### config.mk
export PLATFORM = sky130hd
export DESIGN_NAME = add_serial_n
export DESIGN_NICKNAME = d
export VERILOG_FILES = /design/src/rtl/fa_serial_pkg.sv /design/src/rtl/fa_1bit.sv /design/src/rtl/add_serial_n.sv
export SDC_FILE = /design/constraint.sdc
export NUM_CORES = 1
export LEC_CHECK = 0
export CAP_MARGIN = 20
export CORE_UTILIZATION = 42
export CTS_CLUSTER_SIZE = 20
export DETAILED_ROUTE_END_ITERATION = 10
export PLACE_DENSITY = 0.65
export SKIP_CTS_REPAIR_TIMING = 1
export SLEW_MARGIN = 15
export SYNTH_ARGS = -nofsm -noshare
export SYNTH_HDL_FRONTEND = slang
export SYNTH_SLANG_ARGS = --single-unit
### constraint.sdc
create_clock -name clk_i -period 1.3 [get_ports clk_i]
set_input_delay 0.195 -clock clk_i [delete_from_list [all_inputs] [get_ports clk_i]]
set_output_delay 0.195 -clock clk_i [all_outputs]
set_load 0.005 [all_outputs]
### src/rtl/fa_serial_pkg.sv
// Shared types for the bit-serial adder/subtractor: FSM state encoding and
// the add/subtract mode encoding.
package fa_serial_pkg;

    typedef enum logic [1:0] {
        IDLE  = 2'd0,
        SHIFT = 2'd1,
        DONE  = 2'd2
    } state_t;

    localparam logic ModeAdd = 1'b0;
    localparam logic ModeSub = 1'b1;

endpackage

### src/rtl/fa_1bit.sv
// Single full-adder cell, the only arithmetic in the serial datapath.
module FA_1bit (
    input  logic a_i,
    input  logic b_i,
    input  logic ci_i,
    output logic s_o,
    output logic co_o
);

    assign s_o  = a_i ^ b_i ^ ci_i;
    assign co_o = (a_i & b_i) | (a_i & ci_i) | (b_i & ci_i);

endmodule

### src/rtl/add_serial_n.sv
// Bit-serial n-bit adder/subtractor: one bit per clock, LSB first, through a
// single full-adder cell; (n+1)-bit result with a one-cycle done pulse.
module add_serial_n
    import fa_serial_pkg::*;
#(
    parameter int unsigned n = 8
) (
    input  logic         clk_i,
    input  logic         rst_i,
    input  logic [n-1:0] data0_i,
    input  logic [n-1:0] data1_i,
    input  logic         sub_i,
    input  logic         start_i,
    output logic         busy_o,
    output logic         done_o,
    output logic [n:0]   sum_o
);

    localparam int unsigned CntW = $clog2(n);

    state_t          state_q, state_d;
    logic [n-1:0]    a_q, a_d;
    logic [n-1:0]    b_q, b_d;
    logic            carry_q, carry_d;
    logic [n-1:0]    res_q, res_d;
    logic [CntW-1:0] cnt_q, cnt_d;
    logic            mode_q, mode_d;
    logic [n:0]      sum_q, sum_d;

    logic            fa_s;
    logic            fa_co;
    logic [n-1:0]    res_shift;

    FA_1bit u_fa (
        .a_i  (a_q[0]),
        .b_i  (b_q[0]),
        .ci_i (carry_q),
        .s_o  (fa_s),
        .co_o (fa_co)
    );

    // New sum bit enters at the MSB; the oldest bit falls off the bottom.
    assign res_shift = n'({fa_s, res_q} >> 1);

    always_comb begin
        state_d = state_q;
        a_d     = a_q;
        b_d     = b_q;
        carry_d = carry_q;
        res_d   = res_q;
        cnt_d   = cnt_q;
        mode_d  = mode_q;
        sum_d   = sum_q;

        unique case (state_q)
            IDLE: begin
                if (start_i) begin
                    // Subtraction as A + ~B + 1: invert B, seed carry with 1.
                    a_d     = data0_i;
                    b_d     = sub_i ? ~data1_i : data1_i;
                    carry_d = sub_i;
                    res_d   = '0;
                    cnt_d   = '0;
                    mode_d  = sub_i;
                    state_d = SHIFT;
                end
            end
            SHIFT: begin
                res_d   = res_shift;
                a_d     = a_q >> 1;
                b_d     = b_q >> 1;
                carry_d = fa_co;
                cnt_d   = cnt_q + CntW'(1);
                if (cnt_q == CntW'(n - 1)) begin
                    // In subtract mode the final carry is the inverted borrow.
                    sum_d   = {(mode_q == ModeSub) ? ~fa_co : fa_co, res_shift};
                    state_d = DONE;
                end
            end
            DONE: begin
                state_d = IDLE;
            end
            default: begin
                state_d = IDLE;
            end
        endcase
    end

    always_ff @(posedge clk_i or posedge rst_i) begin
        if (rst_i) begin
            state_q <= IDLE;
            a_q     <= '0;
            b_q     <= '0;
            carry_q <= 1'b0;
            res_q   <= '0;
            cnt_q   <= '0;
            mode_q  <= ModeAdd;
            sum_q   <= '0;
        end else begin
            state_q <= state_d;
            a_q     <= a_d;
            b_q     <= b_d;
            carry_q <= carry_d;
            res_q   <= res_d;
            cnt_q   <= cnt_d;
            mode_q  <= mode_d;
            sum_q   <= sum_d;
        end
    end

    assign busy_o = (state_q == SHIFT);
    assign done_o = (state_q == DONE);
    assign sum_o  = sum_q;

endmodule

==> results.txt, run 1 <==
Vias: 1383
YS warnings: 0
gr usage total: 17.4%
Remaining Overflow, GRT: 0
unrepaired setup endpoints after global routing: yes
later-pin clock latency in the skew report: 0.28 ns
fraction of registers with async set/reset: 100%
Cells after Synth: 157
clock-pin slew on the worst setup and hold paths: 0.07 ns
PnR Total Power: 5.21 mW
Final Hold Violating Endpoints: 0
Max Cap Viol: 0
Leak: 1.29 nW
kind of end point of the critical path: flip-flop
fmax: 0.726 GHz
clock sink count: 39
GP Congestion: 0.762
crit share post-route: 106%
hpwl dp: 2500 um
Pre-Repair DR Iteration Count: 4
CTS H-tree depth: 2
status: finished with violations
chip height: 67.0 um
Post-synth EDFFs: 0
first-pass GRT wire length: 5740 um
vias in the first global route: 1288
Port Buffers: 30
# rows: 23
fin nets: 237
Worst Hold Class: input pin to asynchronous set/reset pin
P&R area growth vs syn: 39.3%
Arrival @ worst endpoint: 1.60 ns
Tmin final: 1.38 ns
Slew HR: 79.3%
Via density: 5.22
Unique masters post-synth: 25
drt wl/cell: 14.4 um
Post-Syn Area: 1770 sq um
Die Area: 4480 sq um
share of layout cells above drive strength 1: 25.1%
Die Wd: 67.0 um
failing checks: negative setup slack
clk_skew: 0.00318 ns
crit start category: flip-flop
fill count: 335
initial drt markers: 61
Slew Viols, Final: 0
post-synthesis average cell area: 11.3 sq um
DRC: 0
I/O pin total: 31
Worst Tran Pin Value: 0.310 ns
CORE AREA: 4030 sq um
ANT cells: 0
PwrDens: 2110 nW/um^2
Peak VDD IR: 1000 uV
CTS buffer count: 5
FF+latch count, synth: 39
critical path class: flip-flop to flip-flop
final worst slack: -0.0772 ns
Crit Path Max Fanout: 11
final setup fails: 27
Routed Antenna Nets: 0
Synth Flop Type: dfrtp_1
largest net degree at the start of global routing: 40
initial antenna violation count: 0
initial core utilization: 44.0%
sequential cell area fraction in the yosys report: 55.1%
Worst Path Required: 1.52 ns
root buffer cell: clkbuf_8
Hold Slack: 0.264 ns
Mapped Nets: 180
Bufs on Longest Clock Path: 2
CTS tree: done
final WL: 3820 um
critical path, cell delays in order, from the launching register on:
cell     delay, ns
dfrtp_1       0.44
buf_6         0.15
or3b_4        0.46
nor2_1        0.14
a221o_1       0.12
cells in the final DEF (no fill, tap or decap), types with 2 or more instances in the layout:
master,Yosys,routed
or3b_4,1,2
clkdlybuf4s50_1,0,18
nor2_1,7,7
clkbuf_8,0,5
a22oi_1,8,8
clkbuf_1,1,2
buf_6,5,3
nand3_1,11,11
a221o_1,7,7
nand2_1,34,34
dlymetal6s2s_1,0,11
xnor2_1,9,9
o21ai_1,10,10
buf_4,0,23
mux2_4,7,8
nand3b_4,1,2
dfrtp_1,39,38
inv_1,2,2
routing by layer:
| metal | vias up | share of wire (%) | GRT usage (%) |
|---|---|---|---|
| met1 | 675 | 44 | 22.6 |
| met5 | - | 0 | 0 |
| met3 | 8 | 5.0 | 4.11 |
| met4 | 0 | 1.4 | 3.99 |
| li1 | 658 | - | - |
| met2 | 42 | 49 | 29.0 |
cells in the mapped netlist (3+ instances only):
| cell type | n | area (sq um) |
|---|---|---|
| a221o_1 | 7 | 70.1 |
| o21ai_1 | 10 | 50.1 |
| mux2_4 | 7 | 105 |
| buf_2 | 3 | 15.0 |
| nand3_1 | 11 | 55.1 |
| buf_6 | 5 | 56.3 |
| nor2_1 | 7 | 26.3 |
| dfrtp_1 | 39 | 976 |
| xnor2_1 | 9 | 78.8 |
| a22oi_1 | 8 | 60.1 |
| nand2_1 | 34 | 128 |
report_power, final:
group | leakage (nW) | internal (mW) | total [mW] | switching [mW]
clock | 0.0422 | 0.376 | 0.761 | 0.385
sequential | 0.493 | 1.74 | 2.08 | 0.344
combinational | 0.751 | 1.34 | 2.37 | 1.02
flip-flops by register name (all words and copies together) (netlist names):
signal,cells
a_q,8
b_q,8
carry_q,1
cnt_q,3
mode_q,1
res_q,7
state_q,2
sum_o,9
final timing paths:
kind	from	to	slack, ns	cells after the start
worst max-delay path	state_q[1]	b_q[2]	-0.08	4
max in group asynchronous	rst_i	state_q[0]	0.83	3
min in group clk_i	data0_i[7]	a_q[7]	0.47	3
worst max register to register	state_q[1]	b_q[2]	-0.08	4
worst min register to register	res_q[6]	res_q[5]	0.50	2
worst min-delay path	rst_i	res_q[1]	0.26	3
metrics by stage:
stage / instances / cell area [sq um] / utilization, % / setup TNS (ns) / setup WS [ns]
2_1_floorplan: 157 / 1790 / - / -0.286 / -0.0408
3_3_place_gp: 241 / 2190 / 54.3 / -5.73 / -0.232
3_5_place_dp: 241 / 2190 / 54.3 / -7.04 / -0.288
4_1_cts: 249 / 2270 / 56.3 / -2.73 / -0.378
5_1_grt: 265 / 2470 / 61.3 / -2.24 / -0.125
6_report: 265 / 2470 / 61.3 / -0.989 / -0.0772
logic make-up (layout without fill, tap and decap cells):
| group | after synthesis | in the layout | synth area share [%] |
|---|---|---|---|
| compound gates | 27 | 28 | 11.1 |
| xor+xnor | 9 | 9 | 4.45 |
| fa+ha+maj | 3 | 3 | 2.54 |
| buf+inv | 13 | 68 | 5.08 |
| flops | 39 | 39 | 55.1 |
| mux | 8 | 8 | 6.57 |
| simple gates | 58 | 60 | 15.2 |
layout make-up:
class / instances / area, sq um / area share, %
Clock inverter: 1 / 5.00 / 0.203
Multi-Input combinational cell: 108 / 787 / 31.9
Sequential cell: 39 / 977 / 39.6
Tap cell: 50 / 62.6 / 2.53
Inverter: 3 / 11.3 / 0.456
Clock buffer: 7 / 76.3 / 3.09
Timing Repair Buffer: 57 / 549 / 22.3
No activity file was read; power rests on OpenSTA's default activity.
==> run 2: changes to the inputs <==
--- a/config.mk
+++ b/config.mk
@@ -9,7 +9,7 @@
 export CORE_UTILIZATION = 42
 export CTS_CLUSTER_SIZE = 20
 export DETAILED_ROUTE_END_ITERATION = 10
-export PLACE_DENSITY = 0.65
+export PLACE_DENSITY = 0.63
 export SKIP_CTS_REPAIR_TIMING = 1
 export SLEW_MARGIN = 15
 export SYNTH_ARGS = -nofsm -noshare
==> constraint.sdc (replaced) <==
create_clock -name clk_i -period 1.5 [get_ports clk_i]
set_input_delay 0.225 -clock clk_i [delete_from_list [all_inputs] [get_ports clk_i]]
set_output_delay 0.225 -clock clk_i [all_outputs]
set_load 0.005 [all_outputs]
==> results.txt, run 2 (synthesized netlist as in run 1, its figures left out) <==
I/O pin total: 31
Setup WS pre-CTS: -0.108 ns
Design Area, Final: 2310 sq um
internal power component: 2.86 mW
initial drt markers: 74
root buffer cell: clkbuf_8
Routed Antenna Nets: 0
CTS tree: done
Port Buffers: 30
critical path's top delay family: simple AND/OR/NAND/NOR gates
Die Area: 4480 sq um
# rows: 23
most common cell after layout, fill and taps aside: dfrtp_1
Worst R2R Start: state_q[0]
first-pass GRT wire length: 5750 um
Remaining Overflow, GRT: 0
crit start category: flip-flop
unrepaired setup endpoints after global routing: yes
share of layout cells above drive strength 1: 18.9%
Clk pwr share: 16.4%
Hold Slack: 0.292 ns
Worst Path Required: 1.72 ns
CP startpoint: state_q[0]
commonest cells after routing, fill and taps aside: 38 x dfrtp_1, 34 x nand2_1, 28 x clkdlybuf4s50_1
Worst Hold Class: input pin to asynchronous set/reset pin
status: completed
Sequential Power Share: 42.2%
crit share post-route: 96.0%
Worst Tran Pin Value: 0.372 ns
chip height: 67.0 um
fin nets: 224
Max Cap Viol: 0
DRC: 0
final WL: 3450 um
initial antenna violation count: 0
clk_skew: 0.00282 ns
CP Cell Sequence: buf_4 > or3b_4 > nor2_1 > a221o_1
initial core utilization: 44.0%
final setup fails: 0
Slew HR: 75.1%
combinational group share of total power: 41.4%
drt wl/cell: 13.7 um
CTS H-tree depth: 2
final worst slack: 0.0594 ns
vias in the first global route: 1254
Slew Viols, Final: 0
Final Hold Violating Endpoints: 0
Tmin final: 1.44 ns
Die Wd: 67.0 um
max FFs per register: 9
slowest stage cell, crit path: or3b_4
crit-path max cell delay: 0.49 ns
Psw: 1.42 mW
buffers and inverters on the worst path: 1
Sw Ratio: 33.2%
later-pin clock latency in the skew report: 0.28 ns
CTS buffer count: 5
ANT cells: 0
fmax: 0.694 GHz
hpwl dp: 2340 um
Leak: 1.11 nW
gr usage total: 17.2%
Peak VDD IR: 850 uV
Pre-Repair DR Iteration Count: 4
clock-pin slew on the worst setup and hold paths: 0.07 ns
PwrDens: 1850 nW/um^2
Arrival @ worst endpoint: 1.66 ns
CORE AREA: 4030 sq um
GP Congestion: 0.741
Vias: 1278
Area after DPL: 2140 sq um
Bufs on Longest Clock Path: 2
critical path class: flip-flop to flip-flop
clock sink count: 39
largest net degree at the start of global routing: 40
Via density: 5.09
kind of end point of the critical path: flip-flop
Crit Path Max Fanout: 21
P&R area growth vs syn: 30.2%
[run 2: cell types whose count changed in the layout (fill, tap and decap cells not counted), sizes merged]
cell           delta
or3b              -1
buf              -12
clkbuf            -1
o21bai            -1
dlymetal6s2s      -9
clkdlybuf4s50    +10
[run 2: stage by stage]
step / power [mW] / TNS, ns / cells / utilization, %
after floorplan: 2.86 / 0 / 157 / -
after global placement: 3.40 / -1.13 / 236 / 53.0
after detailed placement: 3.49 / -1.81 / 236 / 53.0
after CTS: 4.19 / -0.471 / 243 / 55.2
after global routing: 4.61 / -0.0424 / 251 / 57.3
final: 4.28 / 0 / 251 / 57.3
[run 2: layer usage]
| layer | vias to the layer above | wire length [um] | GRT usage, % |
|---|---|---|---|
| met2 | 27 | 1710 | 26.0 |
| li1 | 621 | - | - |
| met4 | 0 | 7 | 5.32 |
| met5 | - | 0 | 0 |
| met3 | 2 | 103 | 4.45 |
| met1 | 628 | 1630 | 23.9 |
[run 2: worst paths after layout]
check / endpoint / slack (ns) / cells after the start
max in group asynchronous: state_q[0] / 1.01 / 3
worst max register to register: b_q[5] / 0.06 / 4
worst min-delay path: res_q[2] / 0.29 / 3
worst max-delay path: b_q[5] / 0.06 / 4
min in group clk_i: a_q[7] / 0.49 / 3
worst min register to register: sum_o[8] / 0.49 / 2
[run 2: power by group through the flow]
stage                     Combinational [mW]  Clock (mW)  Sequential [mW]
after global routing                    1.98       0.764             1.86
after detailed placement                1.66           0             1.83
after global placement                  1.59           0             1.80
after CTS                               1.66       0.717             1.81
after floorplan                         1.11           0             1.75
final                                   1.77       0.702             1.81
[run 2: layout make-up]
type                            count  area [sq um]
Multi-Input combinational cell    106           727
Timing Repair Buffer               46           442
Clock inverter                      1          5.00
Sequential cell                    39           977
Tap cell                           50          62.6
Inverter                            3          11.3
Fill cell                         345          1720
Clock buffer                        6          82.6
[run 2: worst reg2reg max path: stages (launching register included)]
cell and delay [ns]:
dfrtp_2 0.46, buf_4 0.16, or3b_4 0.49, nor2_1 0.15, a221o_1 0.12
